==> src/rtl/fcmp_pkg.sv <==
// fcmp_pkg: shared op encoding, payload type and latency limits for the compare pipeline
package fcmp_pkg;
  localparam int LAT_MIN = 1;
  localparam int LAT_MAX = 4;
  localparam int TAG_DEF = 4;
  typedef enum logic [1:0] {
    OP_FEQ = 2'b00,
    OP_FLT = 2'b01,
    OP_FLE = 2'b10,
    OP_RSV = 2'b11
  } op_e;
  typedef struct packed {
    logic               result;
    logic               invalid;
    logic [TAG_DEF-1:0] tag;
  } stage_t;
endpackage

==> src/rtl/fcmp_stage.sv <==
// fcmp_stage: one valid/ready register slice carrying a compare payload
module fcmp_stage
  import fcmp_pkg::*;
#(
  parameter type T = stage_t
) (
  input  logic clk,
  input  logic rstn,
  input  logic i_valid,
  input  T     i_data,
  output logic o_valid,
  output T     o_data,
  input  logic o_ready
);
  logic r_valid;
  T     r_data;
  logic w_load;
  assign w_load  = !r_valid || o_ready;
  assign o_valid = r_valid;
  assign o_data  = r_data;
  // Refill whenever the slot is free or draining; the payload only moves on a real load so it holds under stall
  always_ff @(posedge clk or negedge rstn) begin
    if (!rstn) begin
      r_valid <= 1'b0;
      r_data  <= '0;
    end else if (w_load) begin
      r_valid <= i_valid;
      if (i_valid) r_data <= i_data;
    end
  end
endmodule

==> src/rtl/fcmp_pipe.sv <==
// fcmp_pipe: pipelined IEEE-style FEQ/FLT/FLE comparator with tag pass-through and valid/ready flow control
module fcmp_pipe
  import fcmp_pkg::*;
#(
  parameter int EXP_W   = 8,
  parameter int MAN_W   = 23,
  parameter int LATENCY = 2,
  parameter int TAG_W   = 4
) (
  input  logic                     clk,
  input  logic                     rstn,
  input  logic                     in_valid,
  output logic                     in_ready,
  input  logic [EXP_W+MAN_W:0]     x1,
  input  logic [EXP_W+MAN_W:0]     x2,
  input  logic [1:0]               op,
  input  logic [TAG_W-1:0]         in_tag,
  output logic                     out_valid,
  input  logic                     out_ready,
  output logic                     result,
  output logic                     invalid,
  output logic [TAG_W-1:0]         out_tag
);
  localparam int W = 1 + EXP_W + MAN_W;
  typedef struct packed {
    logic             result;
    logic             invalid;
    logic [TAG_W-1:0] tag;
  } pay_t;

  if (LATENCY < LAT_MIN || LATENCY > LAT_MAX) begin : g_bad_lat
    $error("fcmp_pipe: LATENCY must be within 1..4");
  end

  logic         r_rdy;
  logic         w_s1, w_s2, w_z1, w_z2, w_nan1, w_nan2, w_eq, w_lt, w_bad;
  logic [W-2:0] w_m1, w_m2;
  op_e          w_op;
  pay_t         w_in;
  logic [LATENCY:0] w_v;
  pay_t         w_d [LATENCY+1];

  // Sign-magnitude ordering: magnitudes compare as unsigned integers, negatives invert the sense
  assign w_s1   = x1[W-1];
  assign w_s2   = x2[W-1];
  assign w_m1   = x1[W-2:0];
  assign w_m2   = x2[W-2:0];
  assign w_z1   = ~|w_m1;
  assign w_z2   = ~|w_m2;
  assign w_nan1 = (&x1[W-2:MAN_W]) && (|x1[MAN_W-1:0]);
  assign w_nan2 = (&x2[W-2:MAN_W]) && (|x2[MAN_W-1:0]);
  assign w_op   = op_e'(op);
  assign w_eq   = (x1 == x2) || (w_z1 && w_z2);
  assign w_lt   = !w_eq && ((w_s1 && !w_s2) || (!w_s1 && !w_s2 && (w_m1 < w_m2)) || (w_s1 && w_s2 && (w_m1 > w_m2)));
  assign w_bad  = w_nan1 || w_nan2 || (w_op == OP_RSV);

  // Stage-1 payload: NaN or reserved op forces result low and flags invalid
  always_comb begin
    w_in         = '0;
    w_in.invalid = w_bad;
    w_in.result  = !w_bad && (w_op == OP_FEQ ? w_eq : w_op == OP_FLT ? w_lt : (w_lt || w_eq));
    w_in.tag     = in_tag;
  end

  // Holds in_ready low through reset and releases it on the first clock after
  always_ff @(posedge clk or negedge rstn) begin
    if (!rstn) r_rdy <= 1'b0;
    else       r_rdy <= 1'b1;
  end

  assign w_v[0] = in_valid && r_rdy;
  assign w_d[0] = w_in;
  assign in_ready = r_rdy && (out_ready || !(&w_v[LATENCY:1]));

  for (genvar g = 0; g < LATENCY; g++) begin : g_stage
    logic w_dn;
    if (g == LATENCY - 1) begin : g_last
      assign w_dn = out_ready;
    end else begin : g_mid
      assign w_dn = out_ready || !(&w_v[LATENCY:g+2]);
    end
    fcmp_stage #(.T(pay_t)) u_stage (
      .clk     (clk),
      .rstn    (rstn),
      .i_valid (w_v[g]),
      .i_data  (w_d[g]),
      .o_valid (w_v[g+1]),
      .o_data  (w_d[g+1]),
      .o_ready (w_dn)
    );
  end

  assign out_valid = w_v[LATENCY];
  assign result    = w_d[LATENCY].result;
  assign invalid   = w_d[LATENCY].invalid;
  assign out_tag   = w_d[LATENCY].tag;
endmodule

==> config.mk <==
export PLATFORM = sky130hd
export DESIGN_NAME = fcmp_pipe
export DESIGN_NICKNAME = d
export VERILOG_FILES = /design/src/rtl/fcmp_pkg.sv /design/src/rtl/fcmp_stage.sv /design/src/rtl/fcmp_pipe.sv
export SDC_FILE = /design/constraint.sdc
export NUM_CORES = 1
export LEC_CHECK = 0
export CAP_MARGIN = 20
export CORE_MARGIN = 10
export CORE_UTILIZATION = 38
export DETAILED_ROUTE_END_ITERATION = 10
export GPL_TIMING_DRIVEN = 0
export PLACE_DENSITY = 0.77
export SYNTH_ARGS = -nofsm -noshare
export SYNTH_HDL_FRONTEND = slang
export SYNTH_HIERARCHICAL = 1
export SYNTH_SLANG_ARGS = --single-unit
==> constraint.sdc <==
create_clock -name clk -period 1.1 [get_ports clk]
set_input_delay 0.165 -clock clk [delete_from_list [all_inputs] [get_ports clk]]
set_output_delay 0.165 -clock clk [all_outputs]
set_load 0.1 [all_outputs]
==> reports/qor.yml, run 1 <==
outcome: "complete, but fails checks"
violations: "negative setup slack"
reg2reg_from: "g_stage[1].u_stage/o_valid$_DFFE_PN0P_"
path_cells: "dlygate4sd2_1, ha_4, a211oi_2, nor2_1, o31a_1, o41ai_4, nand3_1, nor3b_2, mux2_4"
worstSetupPathType: "in -> reg"
synth_seq_cells: 15
synth_top_cell_by_area: "ha_1"
drv_slew: 0
synthCells: 192
postCtsHoldBufs: 0
arrival_ps: 2070
cpMaxStageDelayCell: "o31a_1"
cts_made_buffers: 3
detail-route-antenna-nets: 0
totalWireLength_um: 5540
finalSetupViolCount: 14
layout_commonest_cell: "buf_2"
htreeDepth: 1
yosysSeqAreaShare: 0.207
area_delta_synth_final_pct: 72.7
ys.flop_type: "dfrtp_1"
cpPeakStageDelay_ps: 310
drive_gt1_frac: 0.546
synth_area_leaders: "ha_1, dfrtp_1, mux2_4"
dr.pass1.iters: 4
synth_nets: 300
avgRoutedWirePerCell_um: 16.4
relSlewSlack: 0.578
grt_pass1_wl_um: 9230
cp-end-kind: "flip-flop"
hold_class: "in -> async"
regArea_sq_um: 380
tightest_slew_ps: 632
total_power_uw: 2940
rsz0062_at_grt: "true"
cts.path.max_buffers: 2
ys_async_sr_fraction: 1.00
skew_ps: 3.15
vias_per_cell: 5.34
fin_crit_sh: 1.77
antenna_found_initial: 0
synth_top_area_frac: 0.235
layout.nets: 393
post-place-cells: 327
clk_latency_ps: 240
die_x_um: 89.1
rrSetupSlack_ps: -110
cts_root_buf: "clkbuf_8"
vias: 1805
min_period_ps: 1950
die-area_sq_mm: 0.00793
final_hold_viol_count: 0
io_buffer_count: 81
required_ps: 1220
drt_iter0_markers: 24
start_util: 0.389
ios: 82
ys_warn_count: 6
grt_use_total: 0.143
path_clk_slew_ps: 60
synth_edf_count: 0
cap_violations: 0
power_density_mw_per_mm2: 938
diodes: 0
rows: 25
cts_tree: "yes"
fin_ws_ps: -849
grt_pass1_vias: 2036
multiInputGateArea_sq_mm: 0.00176
synth_area_sq_mm: 0.00181
die_h_um: 89.1
nFillCells: 372
max_clock_freq_ghz: 0.513
postSynthAreaPerCell_sq_um: 9.44
r2r-end: "g_stage[0].u_stage/o_data[0]$_DFFE_PN0P_"
dp_worst_setup_slack_ps: -1800
grt.overflow.total: 0
place.gp.congestion: 0.800
drc: 0
cts.sinks: 15
final_cell_mix: "buf_2, ha_4, inv_2"
crit_fanout: 2
grt_max_degree: 16
final_cell_count_no_fill: 338
rr_worst_depth: 4
synthDistinctLibCells: 42
p_leak_uw: 0.00145
coreArea_sq_mm: 0.00466
max-vdd-ir-drop_mv: 0.737
hpwl_um: 4750
startpoint_type: "input pin"
-- synth_stat cells, types with 2 or more instances --
master,instances
nor4_2,2
nor4_1,13
or2b_1,2
ha_1,34
o21ai_0,5
dfrtp_1,15
a211oi_1,2
nand2_4,2
nor3_1,2
nor2b_1,2
mux2_4,12
inv_1,35
nand4_2,2
a21o_1,2
nand2b_4,2
nor2_1,6
nor4_4,3
a21oi_1,9
nand4_1,11
nand2_1,5
nand3_1,5
-- kinds of logic (layout without fill, tap and decap cells) --
kind of cell | after synthesis | in the layout | synth area share
AO/OA/AOI/OAI | 28 | 28 | 0.107
adder cells (fa/ha/maj) | 34 | 34 | 0.235
flip-flops | 15 | 15 | 0.207
buffers and inverters | 35 | 127 | 0.0725
multiplexers | 12 | 12 | 0.0994
AND/OR/NAND/NOR | 67 | 67 | 0.277
other | 1 | 1 | 0.00207
-- area by class of cell --
| class | count | area share |
|---|---|---|
| sequential | 15 | 0.122 |
| inverter | 35 | 0.0508 |
| timing repair buffer | 88 | 0.229 |
| multi-input combinational | 142 | 0.563 |
| tap | 54 | 0.0216 |
| clock buffer | 4 | 0.0144 |
-- through the flow --
stage / hold slack (ps) / cell area (sq um) / util / TNS [ps]
CTS: 349 / 3110 / 0.667 / -2740
global placement: 488 / 2920 / 0.627 / -10390
finish: 319 / 3130 / 0.672 / -2420
global route: 361 / 3130 / 0.672 / -3050
detailed placement: 494 / 2920 / 0.627 / -10630
floorplan: -131 / 2040 / - / -3420
-- registers in the layout, summed over array words and instances, names as in the netlist --
name,cells
g_stage.u_stage/o_data,12
g_stage.u_stage/o_valid,2
r_rdy,1
-- worst max-delay path by stage --
| stage | cells past startpoint | to | slack [ps] | start |
|---|---|---|---|---|
| after detailed placement | 10 | g_stage[0].u_stage/o_data[5]$_DFFE_PN0P_ | -1800 | x2[26] |
| after floorplan | 9 | g_stage[0].u_stage/o_data[5]$_DFFE_PN0P_ | -850 | x2[26] |
| after global routing | 11 | g_stage[0].u_stage/o_data[5]$_DFFE_PN0P_ | -930 | x2[12] |
| after CTS | 10 | g_stage[0].u_stage/o_data[5]$_DFFE_PN0P_ | -840 | x2[18] |
| after global placement | 10 | g_stage[0].u_stage/o_data[5]$_DFFE_PN0P_ | -1760 | x2[26] |
| final | 9 | g_stage[0].u_stage/o_data[5]$_DFFE_PN0P_ | -850 | x1[4] |
-- power by group --
group / internal, uW / switching, uW
sequential: 675 / 73.3
combinational: 705 / 1060
clock: 255 / 166
total: 1640 / 1300
-- routing by layer --
layer	global-route usage	routed length [um]	vias up
li1	-	-	900
met1	0.160	2290	843
met2	0.260	2790	58
met3	0.0438	421	4
met4	0.0289	39	0
met5	0	0	-
-- critical path: cells and delay by family --
| kind | cells | cell delay (ps) |
|---|---|---|
| mux | 1 | 260 |
| simple gates | 3 | 350 |
| buf+inv | 1 | 270 |
| compound gates | 3 | 800 |
| fa+ha+maj | 1 | 230 |
-- repair_timing --
| item | in CTS | in global routing |
|---|---|---|
| resized for setup | 296 | 23 |
| setup endpoints to repair | 20 | 15 |
| buffers inserted | 7 | 0 |
| pin swaps | 41 | 8 |
(Power assumes the default switching activity.)
==> inputs of run 2 (changes only) <==
--- a/config.mk
+++ b/config.mk
@@ -5,9 +5,10 @@
 export SDC_FILE = /design/constraint.sdc
 export NUM_CORES = 1
 export LEC_CHECK = 0
-export CAP_MARGIN = 20
+export CAP_MARGIN = 0
 export CORE_MARGIN = 10
 export CORE_UTILIZATION = 38
+export CTS_BUF_LIST = sky130_fd_sc_hd__clkbuf_8 sky130_fd_sc_hd__clkbuf_16
 export DETAILED_ROUTE_END_ITERATION = 10
 export GPL_TIMING_DRIVEN = 0
 export PLACE_DENSITY = 0.77
==> run 2 against run 1 <==
Against the previous run:
- the run still ends with negative setup slack left
- hold slack about the same
- first-iteration DRC count unchanged
- non-clock buffer count unchanged
- combinational power about the same
- die area unchanged
- clock-buffer cell count decreased by 1
- sequential power about the same
- global-route usage unchanged
- clock power decreased by 2%
- critical path depth unchanged
- via count increased by 0.33%
- fmax about the same
- critical path type unchanged
- critical endpoint unchanged
==> reports/qor.yml, run 2 (same netlist as run 1, synthesis figures left out) <==
outcome: "complete, but fails checks"  # unchanged
violations: "negative setup slack"  # unchanged
setup_tns_ps: -2420  # about the same
crit_path_start: "x1[4]"  # unchanged
crit_fanout: 2  # unchanged
antenna_found_initial: 0  # unchanged
start_util: 0.389  # unchanged
path_cells: "dlygate4sd2_1, ha_4, a211oi_2, nor2_1, o31a_1, o41ai_4, nand3_1, nor3b_2, mux2_4"  # unchanged
rows: 25  # unchanged
drv_slew: 0  # unchanged
ios: 82  # unchanged
grt.overflow.total: 0  # unchanged
die_x_um: 89.1  # unchanged
relSlewSlack: 0.577  # was 0.578
diodes: 0  # unchanged
grt_pass1_wl_um: 9230  # unchanged
crit_end: "g_stage[0].u_stage/o_data[5]$_DFFE_PN0P_"  # unchanged
htreeDepth: 1  # unchanged
reg2reg_from: "g_stage[1].u_stage/o_valid$_DFFE_PN0P_"  # unchanged
layout_commonest_cell: "buf_2"  # unchanged
path_clk_slew_ps: 60  # about the same
finalSetupViolCount: 14  # unchanged
vias: 1811  # was 1805
final_hold_viol_count: 0  # unchanged
vias_per_cell: 5.36  # was 5.34
postCtsHoldBufs: 0  # unchanged
nFillCells: 372  # unchanged
cts_root_buf: "clkbuf_8"  # unchanged
fin_ws_ps: -849  # about the same
required_ps: 1220  # about the same
cts.sinks: 15  # unchanged
cp-end-kind: "flip-flop"  # unchanged
drive_gt1_frac: 0.546  # unchanged
total_power_uw: 2930  # was 2940 uW
totalWireLength_um: 5540  # about the same
dr.pass1.iters: 4  # unchanged
max-vdd-ir-drop_mv: 0.737  # about the same
power_density_mw_per_mm2: 935  # was 938 mW/mm^2
avgRoutedWirePerCell_um: 16.4  # about the same
drc: 0  # unchanged
min_period_ps: 1950  # about the same
startpoint_type: "input pin"  # unchanged
cts_made_buffers: 3  # unchanged
rrSetupSlack_ps: -110  # about the same
grt_pass1_vias: 2036  # unchanged
worstSetupPathType: "in -> reg"  # unchanged
cap_violations: 0  # unchanged
rsz0062_at_grt: "true"  # unchanged
hold_ws_ps: 319  # about the same
r2r-end: "g_stage[0].u_stage/o_data[0]$_DFFE_PN0P_"  # unchanged
cts_tree: "yes"  # unchanged
final_cell_count_no_fill: 338  # unchanged
die-area_sq_mm: 0.00793  # unchanged
tightest_slew_ps: 633  # was 632 ps
grt_max_degree: 16  # unchanged
io_buffer_count: 81  # unchanged
arrival_ps: 2070  # about the same
p_leak_uw: 0.00145  # about the same
final_cell_mix: "buf_2, ha_4, inv_2, inv_1, buf_4"  # was buf_2, ha_4, inv_2
detail-route-antenna-nets: 0  # unchanged
place.gp.congestion: 0.800  # unchanged
coreArea_sq_mm: 0.00466  # unchanged
clk_latency_ps: 240  # about the same
utilization: 0.672  # unchanged
cpMaxStageDelayCell: "o31a_1"  # unchanged
post-place-cells: 327  # unchanged
skew_ps: 3.48  # was 3.15 ps
grt_use_total: 0.143  # unchanged
max_clock_freq_ghz: 0.513  # about the same
cts.path.max_buffers: 2  # unchanged
hpwl_um: 4750  # unchanged
hold_class: "in -> async"  # unchanged
drt_iter0_markers: 24  # unchanged
die_h_um: 89.1  # unchanged
area_delta_synth_final_pct: 72.7  # unchanged
cpPeakStageDelay_ps: 310  # about the same
rr_worst_depth: 4  # unchanged
largest_reg_flops: 12  # unchanged
layout.nets: 393  # unchanged
fin_crit_sh: 1.77  # about the same
## run 2: cell count changes in the layout (fill, tap and decap cells not counted), sizes merged
cell,change
clkbuf,-1
inv,+1
## run 2: stage by stage
| stage | worst slack, ps | instance area (sq um) |
|---|---|---|
| finish | -849 | 3130 |
| global placement | -1760 | 2920 |
| global route | -929 | 3130 |
| CTS | -838 | 3110 |
| detailed placement | -1800 | 2920 |
| floorplan | -845 | 2040 |
## run 2: what timing repair did
item / CTS / global route
setup endpoints to repair: 20 / 15
setup buffers: 7 / 0
resized for setup: 296 / 23
gates cloned: 0 / 0
pin swaps: 41 / 8
## run 2: worst max-delay path, delay by kind of cell
kind	cells	cell delay, ps
adders and majority gates	1	230
buffers and inverters	1	270
muxes	1	260
AOI/OAI and AO/OA	3	800
and+or+nand+nor	3	350
## run 2: how the worst min path moves through the flow
stage,startpoint,end,slack (ps)
3_5_place_dp,g_stage[0].u_stage/o_data[0]$_DFFE_PN0P_,g_stage[0].u_stage/o_data[0]$_DFFE_PN0P_,490
4_1_cts,rstn,g_stage[1].u_stage/o_data[2]$_DFFE_PN0P_,350
5_1_grt,rstn,g_stage[1].u_stage/o_data[2]$_DFFE_PN0P_,360
3_3_place_gp,g_stage[0].u_stage/o_data[0]$_DFFE_PN0P_,g_stage[1].u_stage/o_data[0]$_DFFE_PN0P_,490
2_1_floorplan,rstn,g_stage[0].u_stage/o_data[0]$_DFFE_PN0P_,-130
6_report,rstn,g_stage[1].u_stage/o_data[2]$_DFFE_PN0P_,320
## run 2: layout make-up
type | count | area (sq um) | share of cell area
Inverter | 35 | 159 | 0.0508
Timing Repair Buffer | 88 | 716 | 0.229
Clock buffer | 3 | 41.3 | 0.0132
Clock inverter | 1 | 3.75 | 0.00120
Multi-Input combinational cell | 142 | 1760 | 0.563
Tap cell | 54 | 67.6 | 0.0216
Sequential cell | 15 | 380 | 0.122
## run 2: per-layer routing
layer / share of wire / vias to the layer above / global-route usage
met5: 0 / - / 0
met4: 0.0070 / 0 / 0.0289
met1: 0.41 / 847 / 0.160
met2: 0.50 / 60 / 0.260
met3: 0.076 / 4 / 0.0438
li1: - / 900 / -
## run 2: power breakdown
group          leakage, uW  total [uW]  internal, uW  switching, uW
Clock            0.0000269         413           246            167
Sequential        0.000179         748           675           73.1
Combinational      0.00124        1770           705           1060
==> inputs of run 3 (changes only) <==
==> constraint.sdc (replaced) <==
create_clock -name clk -period 1.1 [get_ports clk]
set_input_delay 0.22 -clock clk [delete_from_list [all_inputs] [get_ports clk]]
set_output_delay 0.22 -clock clk [all_outputs]
set_load 0.1 [all_outputs]
==> run 3 against run 2 <==
Against the previous run:
- the flow still finishes with violations (negative setup slack)
- highest routed layer unchanged
- sequential share of layout area shrank 0.57 points
- flip-flop and latch count unchanged
- fmax decreased by 4.0%
- clock skew is 2.9 ps lower
- critical path type unchanged
- critical path depth is 1 higher
==> reports/qor.yml, run 3 (same netlist as run 1, synthesis figures left out) <==
outcome: "complete, but fails checks"  # unchanged
violations: "negative setup slack"  # unchanged
antenna_found_initial: 0  # unchanged
drt_iter0_markers: 53  # was 24
postCtsHoldBufs: 0  # unchanged
worstSetupPathType: "in -> reg"  # unchanged
cts.sinks: 15  # unchanged
diodes: 0  # unchanged
htreeDepth: 1  # unchanged
cap_violations: 0  # unchanged
switchingPower_uw: 1370  # was 1300 uW
startpoint_type: "input pin"  # unchanged
hpwl_um: 4850  # was 4750 um
power_density_mw_per_mm2: 935  # about the same
crit_fanout: 4  # was 2
stdcell_area_sq_mm: 0.00334  # was 0.00313 sq mm
place.gp.congestion: 0.799  # was 0.800
io_buffer_count: 81  # unchanged
coreArea_sq_mm: 0.00466  # unchanged
p_leak_uw: 0.00152  # was 0.00145 uW
vias: 1901  # was 1811
dr.pass1.iters: 4  # unchanged
p_clk_frac: 0.140  # was 0.141
drc: 0  # unchanged
seqPwrFrac: 0.250  # was 0.256
place_area_sq_mm: 0.00293  # was 0.00292 sq mm
cp-end-kind: "flip-flop"  # unchanged
die_h_um: 89.1  # unchanged
switching_share: 0.438  # was 0.444
grt_pass1_wl_um: 9760  # was 9230 um
cts_root_buf: "clkbuf_8"  # unchanged
hold_class: "in -> async"  # unchanged
avgRoutedWirePerCell_um: 17.7  # was 16.4 um
utilization: 0.716  # was 0.672
vias_per_cell: 5.45  # was 5.36
die_x_um: 89.1  # unchanged
critPathTopFamily: "simple AND/OR/NAND/NOR gates"  # was compound AO/OA/AOI/OAI gates
path_cells: "dlygate4sd2_1, ha_4, and4_1, and3_4, and4b_2, buf_4, nor4_2, nand3_1, nor3b_2, mux2_4"  # was dlygate4sd2_1, ha_4, a211oi_2, nor2_1, o31a_1, o41ai_4, nand3_1, nor3b_2, mux2_4
final_cell_mix: "ha_4, buf_4, inv_1, dlygate4sd2_1, buf_2"  # was buf_2, ha_4, inv_2, inv_1, buf_4
arrival_ps: 2170  # was 2070 ps
ios: 82  # unchanged
power.internal_uw: 1750  # was 1630 uW
fin_ws_ps: -930  # was -849 ps
final_hold_viol_count: 0  # unchanged
rr_worst_depth: 4  # unchanged
die-area_sq_mm: 0.00793  # unchanged
rrSetupSlack_ps: -130  # was -110 ps
regArea_sq_um: 387  # was 380 sq um
largest_reg_flops: 12  # unchanged
finalSetupViolCount: 15  # was 14
cpPeakStageDelay_ps: 280  # was 310 ps
grt.overflow.total: 0  # unchanged
rows: 25  # unchanged
cts_made_buffers: 3  # unchanged
cts_tree: "yes"  # unchanged
cpMaxStageDelayCell: "dlygate4sd2_1"  # was o31a_1
layout.nets: 404  # was 393
drive_gt1_frac: 0.556  # was 0.546
multiInputGateArea_sq_mm: 0.00176  # about the same
path_clk_slew_ps: 60  # about the same
required_ps: 1240  # was 1220 ps
r2r-end: "g_stage[0].u_stage/o_data[3]$_DFFE_PN0P_"  # was g_stage[0].u_stage/o_data[0]$_DFFE_PN0P_
grt_use_total: 0.153  # was 0.143
grt_max_degree: 16  # unchanged
max-vdd-ir-drop_mv: 0.672  # was 0.737 mV
min_period_ps: 2030  # was 1950 ps
rsz0062_at_grt: "true"  # unchanged
cts.path.max_buffers: 2  # unchanged
totalWireLength_um: 6170  # was 5540 um
layout_commonest_cell: "ha_4"  # was buf_2
clk_latency_ps: 250  # was 240 ps
nFillCells: 351  # was 372
total_power_uw: 3120  # was 2930 uW
fin_crit_sh: 1.85  # was 1.77
tightest_slew_ps: 650  # was 633 ps
crit_path_start: "x1[10]"  # was x1[4]
relSlewSlack: 0.565  # was 0.577
path_buf_inv: 2  # was 1
grt_pass1_vias: 2139  # was 2036
start_util: 0.389  # unchanged
detail-route-antenna-nets: 0  # unchanged
reg2reg_from: "g_stage[1].u_stage/o_valid$_DFFE_PN0P_"  # unchanged
drv_slew: 0  # unchanged
max_clock_freq_ghz: 0.493  # was 0.513 GHz
skew_ps: 0.598  # was 3.48 ps
area_delta_synth_final_pct: 84.1  # was 72.7%
combinationalPowerShare: 0.609  # was 0.603
run 3: changes by cell type in the layout (fill, tap and decap cells not counted), moves of 2 or more:
| cell | delta |
|---|---|
| buf_2 | -12 |
| nor4_1 | -2 |
| buf_8 | +5 |
| inv_2 | -2 |
| dlygate4sd2_1 | +3 |
| dfrtp_2 | +5 |
| clkdlybuf4s50_1 | +2 |
| buf_4 | +4 |
| dlymetal6s2s_1 | -2 |
| dfrtp_1 | -5 |
| clkdlybuf4s15_1 | +6 |
| nor4_2 | +3 |
| buf_6 | +6 |
run 3: layout make-up:
type	count	share of cell area
flip-flops and latches	15	0.116
well taps	54	0.0202
inverters	35	0.0484
multi-input cells	142	0.528
clock buffers	3	0.0124
repair buffers	99	0.274
clock inverters	1	0.00112
run 3: worst max path at each step:
stage / slack [ps] / to / depth (start not counted)
after detailed placement: -1830 / g_stage[0].u_stage/o_data[5]$_DFFE_PN0P_ / 10
after global placement: -1830 / g_stage[0].u_stage/o_data[5]$_DFFE_PN0P_ / 10
after CTS: -900 / g_stage[0].u_stage/o_data[5]$_DFFE_PN0P_ / 10
after floorplan: -900 / g_stage[0].u_stage/o_data[5]$_DFFE_PN0P_ / 9
final: -930 / g_stage[0].u_stage/o_data[5]$_DFFE_PN0P_ / 10
after global routing: -1010 / g_stage[0].u_stage/o_data[5]$_DFFE_PN0P_ / 10
run 3: what timing repair did:
action                                  CTS  global route
endpoints found under the setup margin   20            15
gates resized for setup                 291            34
setup buffers                            10             8
pin swaps                                50            13
run 3: power groups by stage:
stage,logic [uW],registers [uW],clock network [uW]
after floorplan,538,1330,0
after global placement,1690,766,0
after detailed placement,1720,778,0
after CTS,1840,784,447
after global routing,2010,801,470
final,1900,782,438
run 3: stage by stage:
step	hold slack, ps	setup slack, ps	setup TNS (ps)	instances
4_1_cts	397	-904	-3040	341
5_1_grt	435	-1010	-3630	349
2_1_floorplan	-75.6	-900	-3540	192
6_report	372	-930	-3110	349
3_5_place_dp	499	-1830	-12580	327
3_3_place_gp	486	-1830	-12030	327
run 3: layer usage:
metal	up-vias	track usage	part of all wire
met3	11	0.0428	0.068
met2	68	0.281	0.52
li1	918	-	-
met1	904	0.169	0.40
met4	0	0.0361	0.015
met5	-	0	0
